--- src/rtl/uart_tx_sched_pkg.sv ---
// Shared UART register map, TX_CTRL bit positions and scheduler state encoding.
package uart_tx_sched_pkg;

  localparam logic [31:0] UART_TX_DATA_OFS = 32'h0000_0000;
  localparam logic [31:0] UART_TX_CTRL_OFS = 32'h0000_0004;
  localparam logic [31:0] UART_RX_DATA_OFS = 32'h0000_0008;
  localparam logic [31:0] UART_RX_CTRL_OFS = 32'h0000_000C;
  localparam logic [31:0] UART_DIVIDER_OFS = 32'h0000_0010;

  localparam int unsigned TX_CTRL_EN_BIT   = 1;
  localparam int unsigned TX_CTRL_BUSY_BIT = 0;

  typedef enum logic [2:0] {
    ST_IDLE,
    ST_POLL,
    ST_WR_DATA,
    ST_WR_CTRL,
    ST_GUARD
  } sched_state_e;

  // TX_CTRL word that starts a transmission.
  function automatic logic [31:0] tx_ctrl_enable_word();
    return 32'(1) << TX_CTRL_EN_BIT;
  endfunction

endpackage

--- src/rtl/uart_tx_sched_arb.sv ---
// Two-way round-robin arbiter: combinational grant, registered last-winner pointer.
module uart_rr_arb2
  import uart_tx_sched_pkg::*;
(
  input  logic       clk,
  input  logic       rst_n,
  input  logic [1:0] req_valid_i,
  input  logic       accept_i,
  output logic       grant_o
);

  logic rr_last_q;

  // Prefer the requester that did not win last; fall back to the sole valid one.
  always_comb begin
    grant_o = 1'b0;
    if (rr_last_q) begin
      grant_o = req_valid_i[0] ? 1'b0 : 1'b1;
    end else begin
      grant_o = req_valid_i[1] ? 1'b1 : 1'b0;
    end
  end

  // Pointer resets to 1 so requester 0 wins the first contention.
  always_ff @(posedge clk or negedge rst_n) begin
    if (!rst_n) begin
      rr_last_q <= 1'b1;
    end else if (accept_i) begin
      rr_last_q <= grant_o;
    end
  end

endmodule

--- src/rtl/uart_tx_sched.sv ---
// Round-robin byte scheduler driving one UART transmitter over its register port.
module uart_tx_sched
  import uart_tx_sched_pkg::*;
#(
  parameter logic [31:0] UART_BASE_ADDR = 32'h4000_0000,
  parameter int unsigned GUARD_CYCLES   = 4,
  parameter logic [15:0] POLL_TIMEOUT   = 16'd65535
) (
  input  logic        clk,
  input  logic        rst_n,
  input  logic        req0_valid,
  input  logic [7:0]  req0_data,
  output logic        req0_ready,
  input  logic        req1_valid,
  input  logic [7:0]  req1_data,
  output logic        req1_ready,
  output logic [31:0] mem_addr,
  output logic [31:0] mem_wdata,
  output logic        mem_we,
  output logic        mem_re,
  input  logic [31:0] mem_rdata,
  output logic        sched_busy,
  output logic        grant_id,
  output logic        err_timeout
);

  localparam logic [3:0] GUARD_LAST = 4'(GUARD_CYCLES - 1);

  sched_state_e state_q, state_d;
  logic [7:0]   byte_q, byte_d;
  logic         grant_q, grant_d;
  logic [15:0]  poll_cnt_q, poll_cnt_d;
  logic [3:0]   guard_cnt_q, guard_cnt_d;
  logic         err_q, err_d;
  logic [31:0]  mem_addr_q, mem_addr_d;
  logic [31:0]  mem_wdata_q, mem_wdata_d;
  logic         mem_we_q, mem_we_d;
  logic         mem_re_q, mem_re_d;

  logic any_valid;
  logic accept;
  logic arb_grant;
  logic tx_busy;
  logic poll_hit;
  logic rdata_unused;

  assign any_valid = req0_valid | req1_valid;
  assign accept    = (state_q == ST_IDLE) && any_valid;
  assign tx_busy   = mem_rdata[TX_CTRL_BUSY_BIT];
  assign poll_hit  = (POLL_TIMEOUT != '0) &&
                     (({1'b0, poll_cnt_q} + 17'd1) == {1'b0, POLL_TIMEOUT});
  assign rdata_unused = ^mem_rdata;

  uart_rr_arb2 u_arb (
    .clk         (clk),
    .rst_n       (rst_n),
    .req_valid_i ({req1_valid, req0_valid}),
    .accept_i    (accept),
    .grant_o     (arb_grant)
  );

  // Ready is combinational in IDLE; gating with rst_n keeps it low while reset is held.
  assign req0_ready  = rst_n && accept && !arb_grant;
  assign req1_ready  = rst_n && accept &&  arb_grant;
  assign sched_busy  = (state_q != ST_IDLE);
  assign grant_id    = grant_q;
  assign err_timeout = err_q;
  assign mem_addr    = mem_addr_q;
  assign mem_wdata   = mem_wdata_q;
  assign mem_we      = mem_we_q;
  assign mem_re      = mem_re_q;

  // Next-state logic: accept, poll busy with timeout, two writes, guard wait.
  always_comb begin
    state_d     = state_q;
    byte_d      = byte_q;
    grant_d     = grant_q;
    poll_cnt_d  = poll_cnt_q;
    guard_cnt_d = guard_cnt_q;
    err_d       = 1'b0;
    case (state_q)
      ST_IDLE: begin
        if (any_valid) begin
          byte_d  = arb_grant ? req1_data : req0_data;
          grant_d = arb_grant;
          state_d = ST_POLL;
        end
      end
      ST_POLL: begin
        if (!tx_busy) begin
          poll_cnt_d = '0;
          state_d    = ST_WR_DATA;
        end else if (poll_hit) begin
          poll_cnt_d = '0;
          err_d      = 1'b1;
          state_d    = ST_IDLE;
        end else if (poll_cnt_q != '1) begin
          poll_cnt_d = poll_cnt_q + 16'd1;
        end
      end
      ST_WR_DATA: state_d = ST_WR_CTRL;
      ST_WR_CTRL: begin
        guard_cnt_d = '0;
        state_d     = ST_GUARD;
      end
      ST_GUARD: begin
        if (guard_cnt_q == GUARD_LAST) begin
          guard_cnt_d = '0;
          state_d     = ST_IDLE;
        end else begin
          guard_cnt_d = guard_cnt_q + 4'd1;
        end
      end
      default: state_d = ST_IDLE;
    endcase
  end

  // Bus outputs decoded from the next state so the registered strobes line up with the state.
  always_comb begin
    mem_addr_d  = '0;
    mem_wdata_d = '0;
    mem_we_d    = 1'b0;
    mem_re_d    = 1'b0;
    case (state_d)
      ST_POLL: begin
        mem_re_d   = 1'b1;
        mem_addr_d = UART_BASE_ADDR + UART_TX_CTRL_OFS;
      end
      ST_WR_DATA: begin
        mem_we_d    = 1'b1;
        mem_addr_d  = UART_BASE_ADDR + UART_TX_DATA_OFS;
        mem_wdata_d = {24'h0, byte_d};
      end
      ST_WR_CTRL: begin
        mem_we_d    = 1'b1;
        mem_addr_d  = UART_BASE_ADDR + UART_TX_CTRL_OFS;
        mem_wdata_d = tx_ctrl_enable_word();
      end
      default: ;
    endcase
  end

  // State, counters and bus registers; reset aborts any byte in progress.
  always_ff @(posedge clk or negedge rst_n) begin
    if (!rst_n) begin
      state_q     <= ST_IDLE;
      byte_q      <= '0;
      grant_q     <= 1'b0;
      poll_cnt_q  <= '0;
      guard_cnt_q <= '0;
      err_q       <= 1'b0;
      mem_addr_q  <= '0;
      mem_wdata_q <= '0;
      mem_we_q    <= 1'b0;
      mem_re_q    <= 1'b0;
    end else begin
      state_q     <= state_d;
      byte_q      <= byte_d;
      grant_q     <= grant_d;
      poll_cnt_q  <= poll_cnt_d;
      guard_cnt_q <= guard_cnt_d;
      err_q       <= err_d;
      mem_addr_q  <= mem_addr_d;
      mem_wdata_q <= mem_wdata_d;
      mem_we_q    <= mem_we_d;
      mem_re_q    <= mem_re_d;
    end
  end

endmodule

--- config.mk ---
export PLATFORM = sky130hd
export DESIGN_NAME = uart_tx_sched
export DESIGN_NICKNAME = d
export VERILOG_FILES = /design/src/rtl/uart_tx_sched_pkg.sv /design/src/rtl/uart_tx_sched_arb.sv /design/src/rtl/uart_tx_sched.sv
export SDC_FILE = /design/constraint.sdc
export NUM_CORES = 1
export LEC_CHECK = 0
export BUFFER_PORTS_ARGS = -buffer_cell sky130_fd_sc_hd__buf_2
export CAP_MARGIN = 40
export CORE_AREA = 2 2 102 79
export CTS_CLUSTER_SIZE = 8
export DETAILED_ROUTE_END_ITERATION = 6
export DIE_AREA = 0 0 104 81
export PLACE_DENSITY_LB_ADDON = 0.12
export SYNTH_ARGS = -nofsm -noshare
export SYNTH_HDL_FRONTEND = slang
export SYNTH_SLANG_ARGS = --single-unit
--- constraint.sdc ---
create_clock -name clk -period 6.2 [get_ports clk]
set_input_delay 0.62 -clock clk [delete_from_list [all_inputs] [get_ports clk]]
set_output_delay 0.62 -clock clk [all_outputs]
set_load 0.01 [all_outputs]
## Yosys cells after proc, flatten, opt, wreduce, memory -nomap -nowiden

Index checks and enable logic that the tools add are counted.

| word-level totals | value |
|---|---|
| output and inout bits | 71 |
| word-level logic and storage cells | 61 |
| register bits after elaboration | 100 |
| bits of input ports | 52 |

| cells by class | value |
|---|---|
| reduce and logical (&&, ||, !) cells | 12 |
| bitwise gates (word level) | 1 |
| muxes and demuxes | 23 |
| add/sub/neg operators | 3 |
| eq/ne operators | 11 |

Operator list:

| operator | number |
|---|---|
| one-hot mux 31 bit (2 select lines) | 1 |
| 2-to-1 mux 16 bit | 3 |
| 2-to-1 mux 8 bit | 3 |
| adder 16 x 1 -> 17 bit, second input constant | 1 |
| == test 17 x 16 -> 1 bit, second input constant | 1 |
| adder 16 x 1 -> 16 bit, second input constant | 1 |
| inequality test 16 bit, second input constant | 1 |
| one-hot mux 8 bit (2 select lines) | 1 |
| one-hot mux 3 bit (5 select lines) | 1 |
| == test 3 x 2 -> 1 bit, second input constant | 4 |
| 2-to-1 mux 3 bit | 4 |
| 2-to-1 mux 1 bit | 8 |
| one-hot mux 4 bit (2 select lines) | 1 |
| == test 3 x 1 -> 1 bit, second input constant | 2 |
| adder 4 x 1 -> 4 bit, second input constant | 1 |
| == test 4 x 2 -> 1 bit, second input constant | 1 |
| logical AND 1 bit | 4 |
| 2-to-1 mux 4 bit | 1 |
| AND reduction 2 bit | 2 |
| OR reduction 2 bit | 2 |
| == test 3 bit, second input constant | 1 |
| zero test 3 bit | 1 |
| inequality test 3 x 1 -> 1 bit, second input constant | 1 |
| nonzero test 3 bit | 1 |
| 3 further kinds | 3 |

## Logic depth before layout (Yosys ltp)

Gate-level depths: netlist of the first run.

| depth | value |
|---|---|
| word-level depth | 8 |
| depth in mapped cells | 10 |
| gate-level depth less buffers | 8 |

## Modules after synthesis

A second synthesis of the first run with hierarchy kept.

| second synthesis, totals | value |
|---|---|
| cells, all modules | 316 |
| area, all modules | 2830.2 µm² |

Modules (own cells, without submodules):

| module | times used | cells an instance | area an instance (µm²) | seq. area each (µm²) |
|---|---|---|---|---|
| uart_tx_sched | 1 | 311 | 2778.9 | 1126.1 |
| uart_rr_arb2 | 1 | 5 | 51.3 | 26.3 |

## Least setup slack after synthesis of the first run

Ideal clock, no wire load.

| timing path | value |
|---|---|
| path kind | register to register |
| from | register poll_cnt_q[0] |
| to | register mem_addr_q[30], in the netlist mem_addr[30] |
| arrival | 2452 ps |
| path buffers | 1 |
| stages on the path, launching flop included | 10 |
| path slack | 3624 ps |
| library setup time | 124 ps |
| data required time | 6076 ps |
| period minus slack after synthesis | 2576 ps |
| path through | dfrtp_1 ha_1 and3_2 and4_1 buf_4 xnor2_1 a2111oi_4 nand4_4 a221o_1 or2_1 |

| on the way | value |
|---|---|
| cells in the longest elaborated chain, start to end | 8 |
| elaborated cells on any way between the ends | 10 |
| classes of those cells | 1 x add/sub; 4 x eq/ne; 4 x mux; 1 x reduce/logical |

Ends and longest elaborated chain:

| what | line | text |
|---|---|---|
| from (decl) | uart_tx_sched.sv:32 | `logic [15:0] poll_cnt_q, poll_cnt_d;` |
| from (signal assigned) | uart_tx_sched.sv:160 | `poll_cnt_q <= poll_cnt_d;` |
| adder 16 x 1 -> 17 bit * | uart_tx_sched.sv:51 | `(({1'b0, poll_cnt_q} + 17'd1) == {1'b0, POLL_TIMEOUT});` |
| == test 17 x 16 -> 1 bit * | uart_tx_sched.sv:51 |  |
| 2-to-1 mux 3 bit * | uart_tx_sched.sv:93 | `end else if (poll_hit) begin` |
| 2-to-1 mux 3 bit * | uart_tx_sched.sv:90 | `if (!tx_busy) begin` |
| one-hot mux 3 bit (5 select lines) * | uart_tx_sched.sv:81 | `case (state_q)` |
| named net state_d[0] | uart_tx_sched.sv:29 | `sched_state_e state_q, state_d;` |
| == test 3 x 1 -> 1 bit / == test 3 x 2 -> 1 bit (equally long branches) | uart_tx_sched.sv:124 | `case (state_d)` |
| OR reduction 2 bit (no line) | n/a |  |
| one-hot mux 31 bit (2 select lines) * | uart_tx_sched.sv:124 |  |
| named net mem_addr_d[30] | uart_tx_sched.sv:35 | `logic [31:0] mem_addr_q, mem_addr_d;` |
| to (signal assigned) | uart_tx_sched.sv:163 | `mem_addr_q <= mem_addr_d;` |
| to (decl) | uart_tx_sched.sv:35 |  |

Mark *: on every way through the listed nets, which the timed path passes. The rest lies on a longest branch.
A chain may end at the register's enable or synchronous reset.

## Final worst setup path of the first run

Same ends and word-level chain as after synthesis.

==> flow_summary.yaml, run 1 <==
finish:
  n_antenna_cell: 0
  final_net_count: 401
  syn_to_final_growth_pct: 6.47
  drive_above_1_share: 0.147
  utilization: 0.397
  fillers: 781
logic_synthesis:
  ys_seq_area_frac: 0.408
  synth-edff-count: 0
  synth_top_area_frac: 0.399
  ys.flop_type: "dfrtp_1"
  synth_cell_types: 44
  synthTopCellsByCount: "buf_4 (55), dfrtp_1 (45), nand2_1 (39), o21ai_0 (24), nand3_1 (21)"
  synth_most_common_cell: "buf_4"
  synth.largest_area_cell: "dfrtp_1"
  synth_area_um2: 2820
  yosysWarnings: 0
  ys_seq_elements: 46
  avgSynthCellArea_um2: 9.01
  synth_cells: 313
  synthArstFlopShare: 1.00
  ys_top_cells_by_area: "dfrtp_1 (40%), buf_4 (15%), nand2_1 (5.2%), o21ai_0 (4.3%), nand3_1 (3.7%)"
job:
  drv_cap: 0
floorplan:
  die_h_um: 81
  pin_count: 123
  die_w_um: 104
  placementRows: 28
  core_um2: 7570
  initial_core_util: 0.373
  die_area_um2: 8420
routing:
  drc: 0
  wire_per_inst_um: 12.7
  firstDrtPassIters: 4
  ant_nets: 0
  drtIter0Drc: 97
  num_vias: 2123
  wl_mm: 5.75
  viasPerCell: 4.70
place:
  globalplace.congestion: 0.824
  dpl.hpwl_mm: 4.00
  portBuffers: 37
global_routing:
  grt_antenna_before_repair: 0
  grt_pass1_vias: 1883
  grt_max_degree: 49
  grt_pass1_wl_mm: 9.46
  gr-total-overflow: 0
  gr-usage-all-layers: 0.140
setup_path:
  critPathCaptureType: "flip-flop"
  critPathMaxStageDelay_ns: 0.48
  ff2ff_path_depth: 8
  path_class: "reg2reg"
  crit_required_ns: 6.39
  critPathLaunchType: "flip-flop"
  cp_max_fo: 17
  crit_slowest_cell: "a221o_1"
  path_cells: "ha_1 > and3_2 > and4_1 > xnor2_1 > a2111oi_4 > nand4_4 > a221o_1 > or2_1"
  cp.arrival_ns: 3.23
sta:
  finalWorstPathRequiredPeriod_ns: 3.03
  hold_viol_final: 0
  finalSetupViolCount: 0
  tightest_slew_ns: 0.635
  rsz0062_at_grt: "false"
  fmax_mhz: 330
  slew_violations: 0
  relSlewSlack: 0.576
  setup_tns_ns: 0
  finClkSkew_ns: 0.00435
  finalCritPeriodShare: 0.489
power:
  ir_worst_vdd_mv: 0.128
  power.leakage_nw: 1.40
  p_per_area_nw_per_um2: 333
clock_network:
  cts_root_buf: "clkbuf_8"
  clk_pin_slew_ns: 0.09
  cts_num_sinks: 46
  cts_buffers: 5
  cts_resized: 0
  hold_buffers: 0
  cts_tree: "built"
  postCtsSetupRepairBufs: 0
  cts_max_level: 2
  clk_latency_ns: 0.30
  clock_path_buffers: 2
outcome:
  status: "finished clean"
worst_hold_path:
  hold_path_class: "in2async"
-- metrics by stage --
stage / hold WS (ns) / cells / setup WS (ns) / instance area [um^2] / power [mW]
after floorplan: 0.324 / 366 / 3.62 / 3020 / 0.693
after global placement: 0.460 / 443 / 3.23 / 2890 / 0.773
after detailed placement: 0.469 / 444 / 3.20 / 2890 / 0.781
after CTS: 0.425 / 452 / 3.19 / 3000 / 1.01
after global routing: 0.453 / 452 / 2.95 / 3000 / 1.08
final: 0.402 / 452 / 3.17 / 3000 / 0.999
-- critical path: cells and delay by family (launching register included) --
| kind | cells | cell delay [ns] |
|---|---|---|
| and+or+nand+nor | 4 | 1.13 |
| AOI/OAI and AO/OA | 2 | 0.94 |
| DFF | 1 | 0.47 |
| adders and majority gates | 1 | 0.25 |
| xor gates and xnor gates | 1 | 0.13 |
-- layout by cell type (no fill, tap or decap), types with 7 or more instances in the layout --
cell type  count
conb_1        54
dfrtp_1       45
nand2_1       39
buf_2         37
o21ai_0       23
nand3_1       21
nor2b_1       12
nor2_1        11
mux2i_1       10
nand4_1        7
-- kinds of logic (layout without fill, tap and decap cells) --
logic type | count (synthesis) | count (layout) | synth area share
and+or+nand+nor | 128 | 128 | 0.243
DFF | 46 | 46 | 0.408
adders and majority gates | 3 | 3 | 0.0133
AOI/OAI and AO/OA | 47 | 47 | 0.108
buffers and inverters | 71 | 52 | 0.169
other | 1 | 54 | 0.00133
muxes | 10 | 10 | 0.0355
xor gates and xnor gates | 7 | 7 | 0.0217
-- registers in the layout, summed over array words and instances (netlist names) --
name / flops
guard_cnt_q: 4
state_q: 3
err_timeout: 1
byte_q: 8
mem_re: 1
mem_we: 1
mem_addr: 2
poll_cnt_q: 16
grant_id: 1
u_arb.rr_last_q: 1
mem_wdata: 8
-- worst paths after layout --
| check | from | slack, ns | to |
|---|---|---|---|
| min reg2reg | grant_id | 0.48 | grant_id |
| max | poll_cnt_q[0] | 3.17 | mem_addr[30] |
| max in group asynchronous | rst_n | 5.38 | mem_addr[2] |
| max reg2reg | poll_cnt_q[0] | 3.17 | mem_addr[30] |
| min in group clk | grant_id | 0.48 | grant_id |
| min | rst_n | 0.40 | mem_wdata[4] |
-- layer usage --
layer  routed length (um)  up-vias  GRT usage
li1                     -     1052          -
met1                 2940      984      0.201
met2                 2400       81      0.214
met3                  352        6     0.0257
met4                   58        0     0.0486
met5                    0        -          0
-- area by class of cell --
cell class                      instances  area, um^2  share of cell area
Clock buffer                            6        72.6              0.0242
Clock inverter                          2        37.5              0.0125
Inverter                                5        18.8             0.00625
Multi-Input combinational cell        249        1390               0.463
Sequential cell                        46        1150               0.384
Tap cell                              105         131              0.0437
Timing Repair Buffer                   39         200              0.0666
-- where the power goes --
part | switching (mW) | leakage [nW] | internal [mW]
sequential | 0.0526 | 0.607 | 0.380
clock | 0.105 | 0.0514 | 0.120
combinational | 0.215 | 0.740 | 0.126
total | 0.373 | 1.40 | 0.626
Note: power is estimated with default switching activity, not from simulation.
==> run 2: changes to the inputs <==
Clock period 6.2 ns to 2.8 ns, I/O delays scaled along.
==> run 2 against run 1 <==
Sequential share of layout area is 1.3 points lower. Cell area is 3.6% higher. Clock power is 130% higher. Sequential cell count stayed put. Register-to-register slack worse by 3.0 ns. Critical path depth stayed put. Die area stayed put. Clock skew is 0.0047 ns higher. Global-route usage is 0.098 points higher. Combinational power is 130% higher. First-iteration DRC count is 23% lower. Non-clock buffer count is 13 higher. Critical endpoint unchanged.
==> flow_summary.yaml, run 2 (synthesis results as in run 1) <==
setup_path:
  critPathBufInv: 0
  crit_slowest_cell: "a2111oi_4"
  crit_required_ns: 3.00
  path_cells: "ha_1 > and3_2 > and4_1 > xnor2_1 > a2111oi_4 > nand4_4 > a221o_1 > or2_1"
  critPathMaxStageDelay_ns: 0.47
  critPathTopFamily: "compound AO/OA/AOI/OAI gates"
  path_class: "reg2reg"
  cp_max_fo: 7
  critPathLaunchType: "flip-flop"
  cp.arrival_ns: 2.84
  critPathCaptureType: "flip-flop"
routing:
  viasPerCell: 4.63
  drc: 0
  wl_met2_mm: 2.54
  top_layer: "met4"
  met1_length_mm: 2.97
  wire_per_inst_um: 12.5
  ant_nets: 0
  num_vias: 2154
  drtIter0Drc: 75
  wl_mm: 5.82
  firstDrtPassIters: 4
  wl_met3_um: 253
sta:
  slew_violations: 0
  setup_slack_ns: 0.158
  finalCritPeriodShare: 0.944
  finalSetupViolCount: 0
  relSlewSlack: 0.608
  rsz0062_at_grt: "false"
  setup_tns_ns: 0
  hold_viol_final: 0
  fmax_mhz: 378
  finalWorstPathRequiredPeriod_ns: 2.64
  finClkSkew_ns: 0.00907
  tightest_slew_ns: 0.587
global_routing:
  grt_max_degree: 33
  grt_pass1_wl_mm: 9.34
  grt_antenna_before_repair: 0
  gr-total-overflow: 0
  gr-usage-all-layers: 0.141
  grt_pass1_vias: 1833
outcome:
  status: "finished clean"
floorplan:
  pin_count: 123
  die_w_um: 104
  die_h_um: 81
  die_area_um2: 8420
  core_um2: 7570
  initial_core_util: 0.373
  placementRows: 28
finish:
  final_net_count: 414
  final_common_cell: "conb_1"
  final_cell_mix: "conb_1 (54), dfrtp_1 (45), nand2_1 (39)"
  drive_above_1_share: 0.181
  largest_reg_flops: 16
  n_antenna_cell: 0
  final_area_um2: 3110
  largest-register: "poll_cnt_q"
  syn_to_final_growth_pct: 10.3
  utilization: 0.411
clock_network:
  postCtsSetupRepairBufs: 0
  cts_max_level: 2
  clock_path_buffers: 2
  clk_pin_slew_ns: 0.10
  clk_latency_ns: 0.30
  cts_root_buf: "clkbuf_8"
  cts_num_sinks: 46
  cts_buffers: 5
  cts_tree: "built"
place:
  post-place-ws_ns: 0.161
  globalplace.congestion: 0.840
  portBuffers: 37
  dpl-instance-area_um2: 2980
  dpl.hpwl_mm: 4.28
power:
  ir_worst_vdd_mv: 0.250
  p_per_area_nw_per_um2: 720
  power.leakage_nw: 1.47
job:
  drv_cap: 0
worst_hold_path:
  hold_path_class: "in2reg"
-- run 2: timing repair --
item / in CTS / in global routing
endpoints found under the hold margin: 14 / 0
resized for setup: 0 / 1
endpoints found under the setup margin: 0 / 2
hold buffers: 1 / 0
-- run 2: report_power, final --
group / leakage, nW / internal (mW) / total, mW / switching [mW]
combinational: 0.802 / 0.304 / 0.784 / 0.480
sequential: 0.607 / 0.841 / 0.947 / 0.105
clock: 0.0585 / 0.268 / 0.510 / 0.242
-- run 2: worst paths after layout --
path                                    start         endpoint  slack, ns  depth (start not counted)
worst max-delay path            poll_cnt_q[1]     mem_addr[30]       0.16                          8
worst min-delay path               req0_valid  u_arb.rr_last_q       0.28                          4
worst max register to register  poll_cnt_q[1]     mem_addr[30]       0.16                          8
worst min register to register       grant_id         grant_id       0.49                          2
max in group asynchronous               rst_n  u_arb.rr_last_q       1.57                          3
min in group asynchronous               rst_n     mem_wdata[3]       0.44                          2
-- run 2: routing by layer --
layer	GRT usage	vias to the layer above
met2	0.216	62
met1	0.204	1016
met3	0.0265	4
li1	-	1072
met5	0	-
met4	0.0405	0
-- run 2: cell type report --
| class | instances | area [um^2] |
|---|---|---|
| inverter | 5 | 18.8 |
| tap | 105 | 131 |
| sequential | 46 | 1150 |
| clock inverter | 3 | 43.8 |
| clock buffer | 5 | 68.8 |
| fill | 777 | 4450 |
| timing repair buffer | 52 | 300 |
| multi-input combinational | 249 | 1400 |
-- run 2: metrics by stage --
step                cells  power, mW  hold slack, ns
detailed placement    456       1.76           0.239
CTS                   465       2.28           0.273
global route          465       2.43           0.303
floorplan             366       1.54         -0.0156
finish                465       2.24           0.278
global placement      456       1.75           0.229
-- run 2: worst min-delay path, cell delays in order --
cell,delay [ns]
buf_2,0.09
nand2_1,0.04
o21ai_1,0.08
o21ai_0,0.09
==> run 3: changes to the inputs <==
Settings changed: GPL_TIMING_DRIVEN set to 0.
==> run 3 against run 2 <==
Highest routed layer unchanged. Sequential share of layout area is 4.6 points lower. Critical path depth is 1 higher. Global-route usage is 0.61 points higher. Total power is 3.7% higher. Via count is 9.0% higher. Critical endpoint unchanged. Sequential cell count stayed put. Clock skew is 0.00065 ns higher.
==> flow_summary.yaml, run 3 (synthesis results as in run 1) <==
setup_path:
  ff2ff_path_depth: 9
  critPathTopFamily: "simple AND/OR/NAND/NOR gates"
  path_cells: "ha_1 > and3_2 > and4_1 > buf_4 > xnor2_1 > a2111oi_4 > nand4_4 > a221o_1 > or2_1"
  cp.arrival_ns: 2.86
  critPathBufInv: 1
  crit_required_ns: 2.98
  critPathCaptureType: "flip-flop"
  crit_cells: 9
  timing.rr.start: "poll_cnt_q[1]"
  cp-startpoint: "poll_cnt_q[1]"
  critPathLaunchType: "flip-flop"
  cp_max_fo: 6
  crit_slowest_cell: "dfrtp_2"
  path_class: "reg2reg"
  critPathMaxStageDelay_ns: 0.45
routing:
  wl_mm: 6.20
  drtIter0Drc: 103
  wire_per_inst_um: 11.8
  drc: 0
  ant_nets: 0
  viasPerCell: 4.46
  firstDrtPassIters: 4
  num_vias: 2347
sta:
  hold_viol_final: 0
  setup_tns_ns: 0
  relSlewSlack: 0.632
  rsz0062_at_grt: "false"
  slew_violations: 0
  finalWorstPathRequiredPeriod_ns: 2.68
  finalCritPeriodShare: 0.956
  tightest_slew_ns: 0.552
  fmax_mhz: 374
  finClkSkew_ns: 0.00971
  finalSetupViolCount: 0
floorplan:
  pin_count: 123
  die_area_um2: 8420
  die_h_um: 81
  initial_core_util: 0.373
  core_um2: 7570
  placementRows: 28
  die_w_um: 104
outcome:
  status: "finished clean"
place:
  globalplace.congestion: 0.872
  portBuffers: 37
  dpl.hpwl_mm: 4.63
finish:
  n_antenna_cell: 0
  largest_reg_flops: 16
  final_common_cell: "buf_4"
  final_net_count: 475
  drive_above_1_share: 0.295
  largest-register: "poll_cnt_q"
  syn_to_final_growth_pct: 26.1
  final_cell_mix: "buf_4 (63), conb_1 (54), dfrtp_1 (43)"
clock_network:
  clk_pin_slew_ns: 0.09
  clk_latency_ns: 0.30
  cts_buffers: 5
  cts_num_sinks: 46
  cts_max_level: 2
  cts_tree: "built"
  clock_path_buffers: 2
  cts_root_buf: "clkbuf_8"
power:
  ir_worst_vdd_mv: 0.267
  power.leakage_nw: 1.77
  p_per_area_nw_per_um2: 653
  total_power_mw: 2.32
global_routing:
  grt_max_degree: 28
  gr-total-overflow: 0
  grt_pass1_wl_mm: 9.92
  gr-usage-all-layers: 0.147
  grt_antenna_before_repair: 0
  grt_pass1_vias: 2056
worst_hold_path:
  holdPathStages: 3
  hold_start: "req1_data[1]"
  hold_path_class: "in2reg"
job:
  drv_cap: 0
[run 3: cell types whose count changed in the layout (fill, tap and decap cells not counted), sizes merged]
cell / change
clkinv: -1
inv: -1
clkinvlp: +1
buf: +53
clkbuf: +9
[run 3: through the flow]
step | instance area [um^2] | std cells | hold WS (ns) | worst slack, ns | utilization
2_1_floorplan | 3020 | 366 | -0.0156 | 0.224 | -
3_3_place_gp | 3340 | 508 | 0.463 | -0.106 | 0.441
3_5_place_dp | 3360 | 509 | 0.288 | -0.113 | 0.444
4_1_cts | 3490 | 519 | 0.289 | 0.0248 | 0.462
5_1_grt | 3560 | 526 | 0.324 | 0.00217 | 0.470
6_report | 3560 | 526 | 0.275 | 0.123 | 0.470
[run 3: where the power goes]
group	leakage, nW	total (mW)	internal (mW)	switching (mW)
clock	0.0514	0.496	0.267	0.230
combinational	1.11	0.882	0.362	0.520
sequential	0.605	0.944	0.844	0.0997
[run 3: worst paths after layout]
check / to / slack, ns
setup / recovery: mem_addr[30] / 0.12
hold / removal: byte_q[1] / 0.28
setup reg to reg: mem_addr[30] / 0.12
hold reg to reg: byte_q[5] / 0.49
max in group asynchronous: u_arb.rr_last_q / 1.72
min in group asynchronous: mem_wdata[4] / 0.48
[run 3: area by class of cell]
cell class	count	area (um^2)
inverter	5	18.8
clock buffer	6	72.6
fill	775	4010
buffer	66	460
tap	105	131
sequential	46	1150
timing repair buffer	47	275
clock inverter	2	37.5
multi-input combinational	249	1410
[run 3: worst register-to-register path: stages (launching register included)]
cell       delay, ns
dfrtp_2         0.45
ha_1            0.24
and3_2          0.23
and4_1          0.20
buf_4           0.15
xnor2_1         0.15
a2111oi_4       0.36
nand4_4         0.19
a221o_1         0.38
or2_1           0.22
[run 3: what timing repair did]
item / CTS / global route
gates resized for setup: 4 / 6
hold buffers: 1 / 0
pin swaps: 1 / 3
setup buffers: 1 / 7
hold endpoints to repair: 21 / 0
endpoints found under the setup margin: 14 / 16
[run 3: metal layers]
| layer | vias up | GRT usage | part of all wire |
|---|---|---|---|
| met5 | - | 0 | 0 |
| li1 | 1195 | - | - |
| met1 | 1079 | 0.210 | 0.51 |
| met4 | 0 | 0.0405 | 0.0082 |
| met2 | 69 | 0.230 | 0.43 |
| met3 | 4 | 0.0281 | 0.054 |
